<file path="src/rtl/mips_cpu_harvard_core.sv">
// Single-cycle MIPS-I subset core with separate instruction and data buses.
// The registered next-PC gives one architectural branch delay slot; PC == 0 halts the core.
module mips_cpu_harvard_core #(
    parameter logic [31:0] RESET_VECTOR = 32'hBFC0_0000
) (
    input  logic        clk,
    input  logic        reset,
    output logic        active,
    output logic [31:0] register_v0,
    input  logic        clk_enable,
    output logic [31:0] instr_address,
    input  logic [31:0] instr_readdata,
    output logic [31:0] data_address,
    output logic        data_write,
    output logic        data_read,
    output logic [31:0] data_writedata,
    input  logic [31:0] data_readdata
);

    localparam logic [5:0] OP_SPECIAL = 6'h00;
    localparam logic [5:0] OP_J       = 6'h02;
    localparam logic [5:0] OP_JAL     = 6'h03;
    localparam logic [5:0] OP_BEQ     = 6'h04;
    localparam logic [5:0] OP_BNE     = 6'h05;
    localparam logic [5:0] OP_BLEZ    = 6'h06;
    localparam logic [5:0] OP_BGTZ    = 6'h07;
    localparam logic [5:0] OP_ADDIU   = 6'h09;
    localparam logic [5:0] OP_SLTI    = 6'h0A;
    localparam logic [5:0] OP_SLTIU   = 6'h0B;
    localparam logic [5:0] OP_ANDI    = 6'h0C;
    localparam logic [5:0] OP_ORI     = 6'h0D;
    localparam logic [5:0] OP_XORI    = 6'h0E;
    localparam logic [5:0] OP_LUI     = 6'h0F;
    localparam logic [5:0] OP_LW      = 6'h23;
    localparam logic [5:0] OP_SW      = 6'h2B;

    localparam logic [5:0] FN_SLL  = 6'h00;
    localparam logic [5:0] FN_SRL  = 6'h02;
    localparam logic [5:0] FN_SRA  = 6'h03;
    localparam logic [5:0] FN_SLLV = 6'h04;
    localparam logic [5:0] FN_SRLV = 6'h06;
    localparam logic [5:0] FN_SRAV = 6'h07;
    localparam logic [5:0] FN_JR   = 6'h08;
    localparam logic [5:0] FN_JALR = 6'h09;
    localparam logic [5:0] FN_ADDU = 6'h21;
    localparam logic [5:0] FN_SUBU = 6'h23;
    localparam logic [5:0] FN_AND  = 6'h24;
    localparam logic [5:0] FN_OR   = 6'h25;
    localparam logic [5:0] FN_XOR  = 6'h26;
    localparam logic [5:0] FN_NOR  = 6'h27;
    localparam logic [5:0] FN_SLT  = 6'h2A;
    localparam logic [5:0] FN_SLTU = 6'h2B;

    logic [31:0] pc;
    logic [31:0] npc;
    logic        active_r;
    logic [31:0] gpr [32];

    logic [5:0]  opcode;
    logic [4:0]  rs;
    logic [4:0]  rt;
    logic [4:0]  rd;
    logic [4:0]  shamt;
    logic [5:0]  funct;
    logic [31:0] rs_val;
    logic [31:0] rt_val;
    logic [31:0] imm_sext;
    logic [31:0] imm_zext;
    logic [31:0] pc_plus4;
    logic [31:0] pc_plus8;
    logic [31:0] branch_target;
    logic [31:0] jump_target;

    logic        wr_en;
    logic [4:0]  wr_addr;
    logic [31:0] wr_data;
    logic        taken;
    logic [31:0] target;
    logic        is_lw;
    logic        is_sw;
    logic        execute;

    assign opcode        = instr_readdata[31:26];
    assign rs            = instr_readdata[25:21];
    assign rt            = instr_readdata[20:16];
    assign rd            = instr_readdata[15:11];
    assign shamt         = instr_readdata[10:6];
    assign funct         = instr_readdata[5:0];
    assign rs_val        = (rs == 5'd0) ? 32'h0 : gpr[rs];
    assign rt_val        = (rt == 5'd0) ? 32'h0 : gpr[rt];
    assign imm_sext      = {{16{instr_readdata[15]}}, instr_readdata[15:0]};
    assign imm_zext      = {16'h0, instr_readdata[15:0]};
    assign pc_plus4      = pc + 32'd4;
    assign pc_plus8      = pc + 32'd8;
    assign branch_target = pc_plus4 + {imm_sext[29:0], 2'b00};
    assign jump_target   = {pc_plus4[31:28], instr_readdata[25:0], 2'b00};

    always_comb begin
        wr_en   = 1'b0;
        wr_addr = rt;
        wr_data = 32'h0;
        taken   = 1'b0;
        target  = branch_target;
        is_lw   = 1'b0;
        is_sw   = 1'b0;
        case (opcode)
            OP_SPECIAL: begin
                wr_en   = 1'b1;
                wr_addr = rd;
                case (funct)
                    FN_SLL:  wr_data = rt_val << shamt;
                    FN_SRL:  wr_data = rt_val >> shamt;
                    FN_SRA:  wr_data = $unsigned($signed(rt_val) >>> shamt);
                    FN_SLLV: wr_data = rt_val << rs_val[4:0];
                    FN_SRLV: wr_data = rt_val >> rs_val[4:0];
                    FN_SRAV: wr_data = $unsigned($signed(rt_val) >>> rs_val[4:0]);
                    FN_ADDU: wr_data = rs_val + rt_val;
                    FN_SUBU: wr_data = rs_val - rt_val;
                    FN_AND:  wr_data = rs_val & rt_val;
                    FN_OR:   wr_data = rs_val | rt_val;
                    FN_XOR:  wr_data = rs_val ^ rt_val;
                    FN_NOR:  wr_data = ~(rs_val | rt_val);
                    FN_SLT:  wr_data = {31'h0, $signed(rs_val) < $signed(rt_val)};
                    FN_SLTU: wr_data = {31'h0, rs_val < rt_val};
                    FN_JR: begin
                        wr_en  = 1'b0;
                        taken  = 1'b1;
                        target = {rs_val[31:2], 2'b00};
                    end
                    FN_JALR: begin
                        taken   = 1'b1;
                        target  = {rs_val[31:2], 2'b00};
                        wr_data = pc_plus8;
                    end
                    default: wr_en = 1'b0;
                endcase
            end
            OP_J: begin
                taken  = 1'b1;
                target = jump_target;
            end
            OP_JAL: begin
                taken   = 1'b1;
                target  = jump_target;
                wr_en   = 1'b1;
                wr_addr = 5'd31;
                wr_data = pc_plus8;
            end
            OP_BEQ:  taken = (rs_val == rt_val);
            OP_BNE:  taken = (rs_val != rt_val);
            OP_BLEZ: taken = ($signed(rs_val) <= 0);
            OP_BGTZ: taken = ($signed(rs_val) > 0);
            OP_ADDIU: begin
                wr_en   = 1'b1;
                wr_data = rs_val + imm_sext;
            end
            OP_SLTI: begin
                wr_en   = 1'b1;
                wr_data = {31'h0, $signed(rs_val) < $signed(imm_sext)};
            end
            OP_SLTIU: begin
                wr_en   = 1'b1;
                wr_data = {31'h0, rs_val < imm_sext};
            end
            OP_ANDI: begin
                wr_en   = 1'b1;
                wr_data = rs_val & imm_zext;
            end
            OP_ORI: begin
                wr_en   = 1'b1;
                wr_data = rs_val | imm_zext;
            end
            OP_XORI: begin
                wr_en   = 1'b1;
                wr_data = rs_val ^ imm_zext;
            end
            OP_LUI: begin
                wr_en   = 1'b1;
                wr_data = {instr_readdata[15:0], 16'h0};
            end
            OP_LW: begin
                is_lw   = 1'b1;
                wr_en   = 1'b1;
                wr_data = data_readdata;
            end
            OP_SW:   is_sw = 1'b1;
            default: ;
        endcase
    end

    // An instruction only has side effects on an edge that will actually retire it.
    assign execute        = active_r && clk_enable && reset && (pc != 32'h0);
    assign data_write     = execute && is_sw;
    assign data_read      = execute && is_lw;
    assign data_address   = rs_val + imm_sext;
    assign data_writedata = rt_val;
    assign instr_address  = pc;
    assign active         = active_r;
    assign register_v0    = gpr[2];

    always_ff @(posedge clk) begin
        if (!reset) begin
            pc       <= RESET_VECTOR;
            npc      <= RESET_VECTOR + 32'd4;
            active_r <= 1'b1;
            for (int i = 0; i < 32; i++) begin
                gpr[i] <= 32'h0;
            end
        end else if (clk_enable && active_r) begin
            if (pc == 32'h0) begin
                active_r <= 1'b0;
            end else begin
                pc  <= npc;
                npc <= taken ? target : (npc + 32'd4);
                if (wr_en && (wr_addr != 5'd0)) begin
                    gpr[wr_addr] <= wr_data;
                end
            end
        end
    end

endmodule

</file>
<file path="config.mk">
export PLATFORM = sky130hd
export DESIGN_NAME = mips_cpu_harvard_core
export DESIGN_NICKNAME = d
export VERILOG_FILES = /design/src/rtl/mips_cpu_harvard_core.sv
export SDC_FILE = /design/constraint.sdc
export NUM_CORES = 2
export LEC_CHECK = 0
export ABC_CLOCK_PERIOD_IN_PS = 22000
export BUFFER_PORTS_ARGS = -buffer_cell sky130_fd_sc_hd__buf_2
export CAP_MARGIN = 10
export CORE_ASPECT_RATIO = 0.8
export CORE_MARGIN = 8
export CORE_UTILIZATION = 40
export DETAILED_ROUTE_END_ITERATION = 10
export PLACE_DENSITY_LB_ADDON = 0.1
export SYNTH_ARGS = -nofsm -noshare
export SYNTH_HDL_FRONTEND = slang
export SYNTH_SLANG_ARGS = --single-unit
</file>
<file path="constraint.sdc">
create_clock -name clk -period 22 [get_ports clk]
set_clock_uncertainty 0.15 [all_clocks]
set_input_delay 4.4 -clock clk [delete_from_list [all_inputs] [get_ports clk]]
set_output_delay 4.4 -clock clk [all_outputs]
set_load 0.01 [all_outputs]
</file>
==> impl_metrics.csv <==
group,metric,value,unit
min_path,hold_path.class,"reg2reg",
place,dpl.hpwl,285,mm
layout,share_of_layout_cells_above_drive_strength_1,19.3,%
place,gpl.final_weighted_congestion,1.01,
logic_synthesis,ys_seq_elements,1089,
logic_synthesis,netlist-cell-type-count,106,
setup_path,critPathCaptureType,"primary output",
floorplan,start_util,40.3,%
pwr,total_leakage_power,29.7,nW
place,port_buffers,197,
global_routing,number_of_global_route_vias_before_repair,63400,
floorplan,rows,142,
drt,final_antenna_net_count,0,
layout,layout.cell_area.non_filler,83600,sq um
setup_path,worstSetupPathType,"in2out",
drt,detail_route.wirelength,416,mm
outcome,status,"complete, no violations",
setup_path,crit_required,17.45,ns
floorplan,floorplan.die.height,405,um
timing,final.min_clock_period,16.36,ns
cts,clock_latency,0.79,ns
cts,cts.repair.resized,0,
setup_path,startpoint_type,"input pin",
pwr,cellPowerDensity,70.7,nW/um^2
logic_synthesis,synthDominantAreaCellType,"sky130_fd_sc_hd__edfxtp_1",
cts,clkTransAtPathRegs,0.06,ns
layout,finish.net_count,7314,
global_routing,total_global_route_track_usage,39.3,%
floorplan,number_of_top_level_pins,198,
timing,hold_violations,0,
layout,syn2layout_area_growth,10.5,%
pwr,maximum_vdd_drop,0.0672,mV
floorplan,placeableCoreArea,188000,sq um
global_routing,total_grt_overflow,0,
setup_path,cp.arrival,11.81,ns
logic_synthesis,area_share_of_the_leading_cell_type_in_the_synthesized_netlist,40.6,%
layout,finalCoreUtilization,44.6,%
drt,drtPass1Iterations,6,
global_routing,wire_length_of_the_first_global_routing_pass,557,mm
timing,grt_setup_unrepaired,"no",
timing,fin_ws,5.64,ns
drt,route.vias.total,68800,
logic_synthesis,syn-instance-count,7067,
logic_synthesis,ys_async_sr_fraction,0,%
cts,clock_sinks,1089,
drt,drt_iter0_drc,12300,
logic_synthesis,synth_top_flop_cell,"sky130_fd_sc_hd__edfxtp_1",
timing,drv_slew,0,
cts,cts_buffers,113,
timing,max_freq,0.0611,GHz
drt,drt-wirelength-per-cell,43.0,um
logic_synthesis,ranking_of_synthesized_cells_by_area,"sky130_fd_sc_hd__edfxtp_1 41%, sky130_fd_sc_hd__mux4_2 14%, sky130_fd_sc_hd__mux2i_1 6.1%, sky130_fd_sc_hd__nor2_1 4.4%, sky130_fd_sc_hd__a21oi_1 4.4%",
logic_synthesis,number_of_enable_type_register_cells_in_the_synthesized_netlist,1024,
cts,depth_of_the_cts_h_tree,3,
timing,setup_violations,0,
drt,route.detailed.vias_per_inst,7.12,
logic_synthesis,synth-seq-area-share,42.4,%
logic_synthesis,synth.yosys.warnings,0,
timing,final.setup.tns,0,ns
place,dpl_cell_area,80100,sq um
drt,drc_errors,0,
global_routing,grt_start_max_net_pins,108,
place,dpl_worst_slack,5.98,ns
global_routing,antenna_found_initial,37,
cts,cts.path.max_buffers,3,
setup_path,critPathMaxFanout,25,
timing,post-route-period-util,74.4,%
cts,tritoncts,"yes",
run,max-cap-violations,0,
logic_synthesis,post_synth_instance_area,75700,sq um
cts,clock-root-buffer,"sky130_fd_sc_hd__clkbuf_16",
timing,max_slew_margin,1.47,%
cts,post_cts_hold_buffers,0,
floorplan,die_width,502,um
cts,cts_setup_buffers,0,
floorplan,dieArea,203000,sq um
timing,worst_margin_pin_slew,1.47,ns
logic_synthesis,syn-mean-instance-area,10.7,sq um
==> worst max-delay path: stages <==
cell	delay, ns
sky130_fd_sc_hd__buf_2	0.51
sky130_fd_sc_hd__buf_4	0.51
sky130_fd_sc_hd__inv_2	0.33
sky130_fd_sc_hd__nand2_1	0.57
sky130_fd_sc_hd__a21oi_1	0.15
sky130_fd_sc_hd__nor4_1	0.53
sky130_fd_sc_hd__buf_4	0.25
sky130_fd_sc_hd__nand2_1	0.30
sky130_fd_sc_hd__inv_1	0.30
sky130_fd_sc_hd__ha_1	0.31
sky130_fd_sc_hd__a21oi_1	0.10
sky130_fd_sc_hd__o21ai_0	0.34
sky130_fd_sc_hd__a21oi_1	0.16
sky130_fd_sc_hd__a2111oi_0	0.97
sky130_fd_sc_hd__o211ai_1	0.37
sky130_fd_sc_hd__nand4_1	0.24
sky130_fd_sc_hd__a221oi_1	0.17
sky130_fd_sc_hd__o211ai_1	0.49
sky130_fd_sc_hd__o31a_1	0.20
sky130_fd_sc_hd__xor2_1	0.33
sky130_fd_sc_hd__buf_2	0.21
==> layout make-up <==
| cell class | count | area, sq um |
|---|---|---|
| Antenna cell | 9 | 22.5 |
| Clock buffer | 146 | 2950 |
| Clock inverter | 57 | 507 |
| Fill cell | 17700 | 104000 |
| Inverter | 190 | 722 |
| Multi-Input combinational cell | 5128 | 40700 |
| Sequential cell | 1089 | 32100 |
| Tap cell | 2520 | 3150 |
| Timing Repair Buffer | 525 | 3510 |
==> power by group <==
part / internal [mW] / leakage (nW) / switching (mW)
sequential: 2.33 / 11.1 / 0.0472
clock: 1.01 / 1.67 / 0.883
combinational: 0.503 / 16.9 / 1.14
total: 3.84 / 29.7 / 2.07
==> cells by family (layout without fill, tap and decap cells) <==
| family | after synthesis | count (layout) | share of synthesized area, % |
|---|---|---|---|
| DFF | 1089 | 1089 | 42.4 |
| buffers and inverters | 881 | 918 | 4.97 |
| other | 1 | 41 | 0.00496 |
| AOI/OAI and AO/OA | 1815 | 1815 | 15.5 |
| and+or+nand+nor | 1973 | 1973 | 11.5 |
| xor gates and xnor gates | 129 | 129 | 1.49 |
| muxes | 978 | 978 | 20.8 |
| adders and majority gates | 201 | 201 | 3.36 |
==> synth_stat cells, types with 15 or more instances <==
master and instances:
sky130_fd_sc_hd__edfxtp_1 1024, sky130_fd_sc_hd__nor2_1 897, sky130_fd_sc_hd__a21oi_1 667, sky130_fd_sc_hd__nand2_1 521
sky130_fd_sc_hd__mux4_2 471, sky130_fd_sc_hd__mux2i_1 462, sky130_fd_sc_hd__clkbuf_1 417, sky130_fd_sc_hd__o21ai_0 207
sky130_fd_sc_hd__ha_1 196, sky130_fd_sc_hd__inv_1 183, sky130_fd_sc_hd__buf_2 167, sky130_fd_sc_hd__a31oi_1 133
sky130_fd_sc_hd__nand3_1 116, sky130_fd_sc_hd__a22oi_1 106, sky130_fd_sc_hd__a211oi_1 93, sky130_fd_sc_hd__nor3_1 85
sky130_fd_sc_hd__xnor2_1 76, sky130_fd_sc_hd__o211ai_1 69, sky130_fd_sc_hd__o22ai_1 68, sky130_fd_sc_hd__dfxtp_1 65
sky130_fd_sc_hd__nand4_1 61, sky130_fd_sc_hd__a21o_1 58, sky130_fd_sc_hd__a221oi_1 53, sky130_fd_sc_hd__buf_1 53
sky130_fd_sc_hd__nor4_1 53, sky130_fd_sc_hd__xor2_1 53, sky130_fd_sc_hd__buf_4 43, sky130_fd_sc_hd__mux2_2 41
sky130_fd_sc_hd__or3_1 36, sky130_fd_sc_hd__and2_1 32, sky130_fd_sc_hd__o21bai_1 32, sky130_fd_sc_hd__and3_1 31
sky130_fd_sc_hd__nor2b_1 31, sky130_fd_sc_hd__nand2b_1 24, sky130_fd_sc_hd__o21a_1 22, sky130_fd_sc_hd__a211o_1 21
sky130_fd_sc_hd__o31ai_1 20, sky130_fd_sc_hd__o221ai_1 19, sky130_fd_sc_hd__or2_2 18, sky130_fd_sc_hd__a2111oi_0 15
sky130_fd_sc_hd__or4_1 15
==> final timing paths <==
check                          start          endpoint  slack [ns]  cells after the start
setup reg to reg           gpr[2][9]        gpr[8][31]       12.86                     19
hold / removal                npc[1]  instr_address[1]        0.30                      2
hold reg to reg               npc[1]  instr_address[1]        0.30                      2
setup / recovery  instr_readdata[25]  data_address[25]        5.64                     21
==> flip-flops by register name (all words and copies together), names as in the netlist <==
name / flops
active: 1
npc: 32
instr_address: 32
gpr: 1024
==> metrics by stage <==
| stage | std cells | total power [mW] | hold slack (ns) |
|---|---|---|---|
| after floorplan | 7098 | 3.30 | 0.278 |
| after global placement | 9446 | 4.00 | 0.287 |
| after detailed placement | 9447 | 3.99 | 0.290 |
| after CTS | 9650 | 5.85 | 0.299 |
| after global routing | 9655 | 6.03 | 0.322 |
| final | 9664 | 5.91 | 0.298 |
==> metal layers <==
layer	vias to the layer above	track usage, %	wire length [um]
met5	-	0	226
met4	14	13.9	17900
met3	787	13.1	60400
met2	5481	53.7	166000
met1	35500	57.8	172000
li1	27100	-	-
==> layout by cell type, fill, tap and decap left out, types with 76 or more instances in the layout <==
cell type / n
sky130_fd_sc_hd__a31oi_1: 131
sky130_fd_sc_hd__o21ai_0: 205
sky130_fd_sc_hd__nor3_1: 78
sky130_fd_sc_hd__nand2_1: 461
sky130_fd_sc_hd__a22oi_1: 105
sky130_fd_sc_hd__edfxtp_1: 1024
sky130_fd_sc_hd__buf_2: 192
sky130_fd_sc_hd__xnor2_1: 76
sky130_fd_sc_hd__mux4_2: 471
sky130_fd_sc_hd__buf_4: 325
sky130_fd_sc_hd__clkbuf_16: 113
sky130_fd_sc_hd__a21oi_1: 654
sky130_fd_sc_hd__inv_1: 181
sky130_fd_sc_hd__mux2i_1: 462
sky130_fd_sc_hd__nand3_1: 113
sky130_fd_sc_hd__nor2_1: 891
sky130_fd_sc_hd__a211oi_1: 93
sky130_fd_sc_hd__ha_1: 196
No activity file was read; power rests on OpenSTA's default activity.
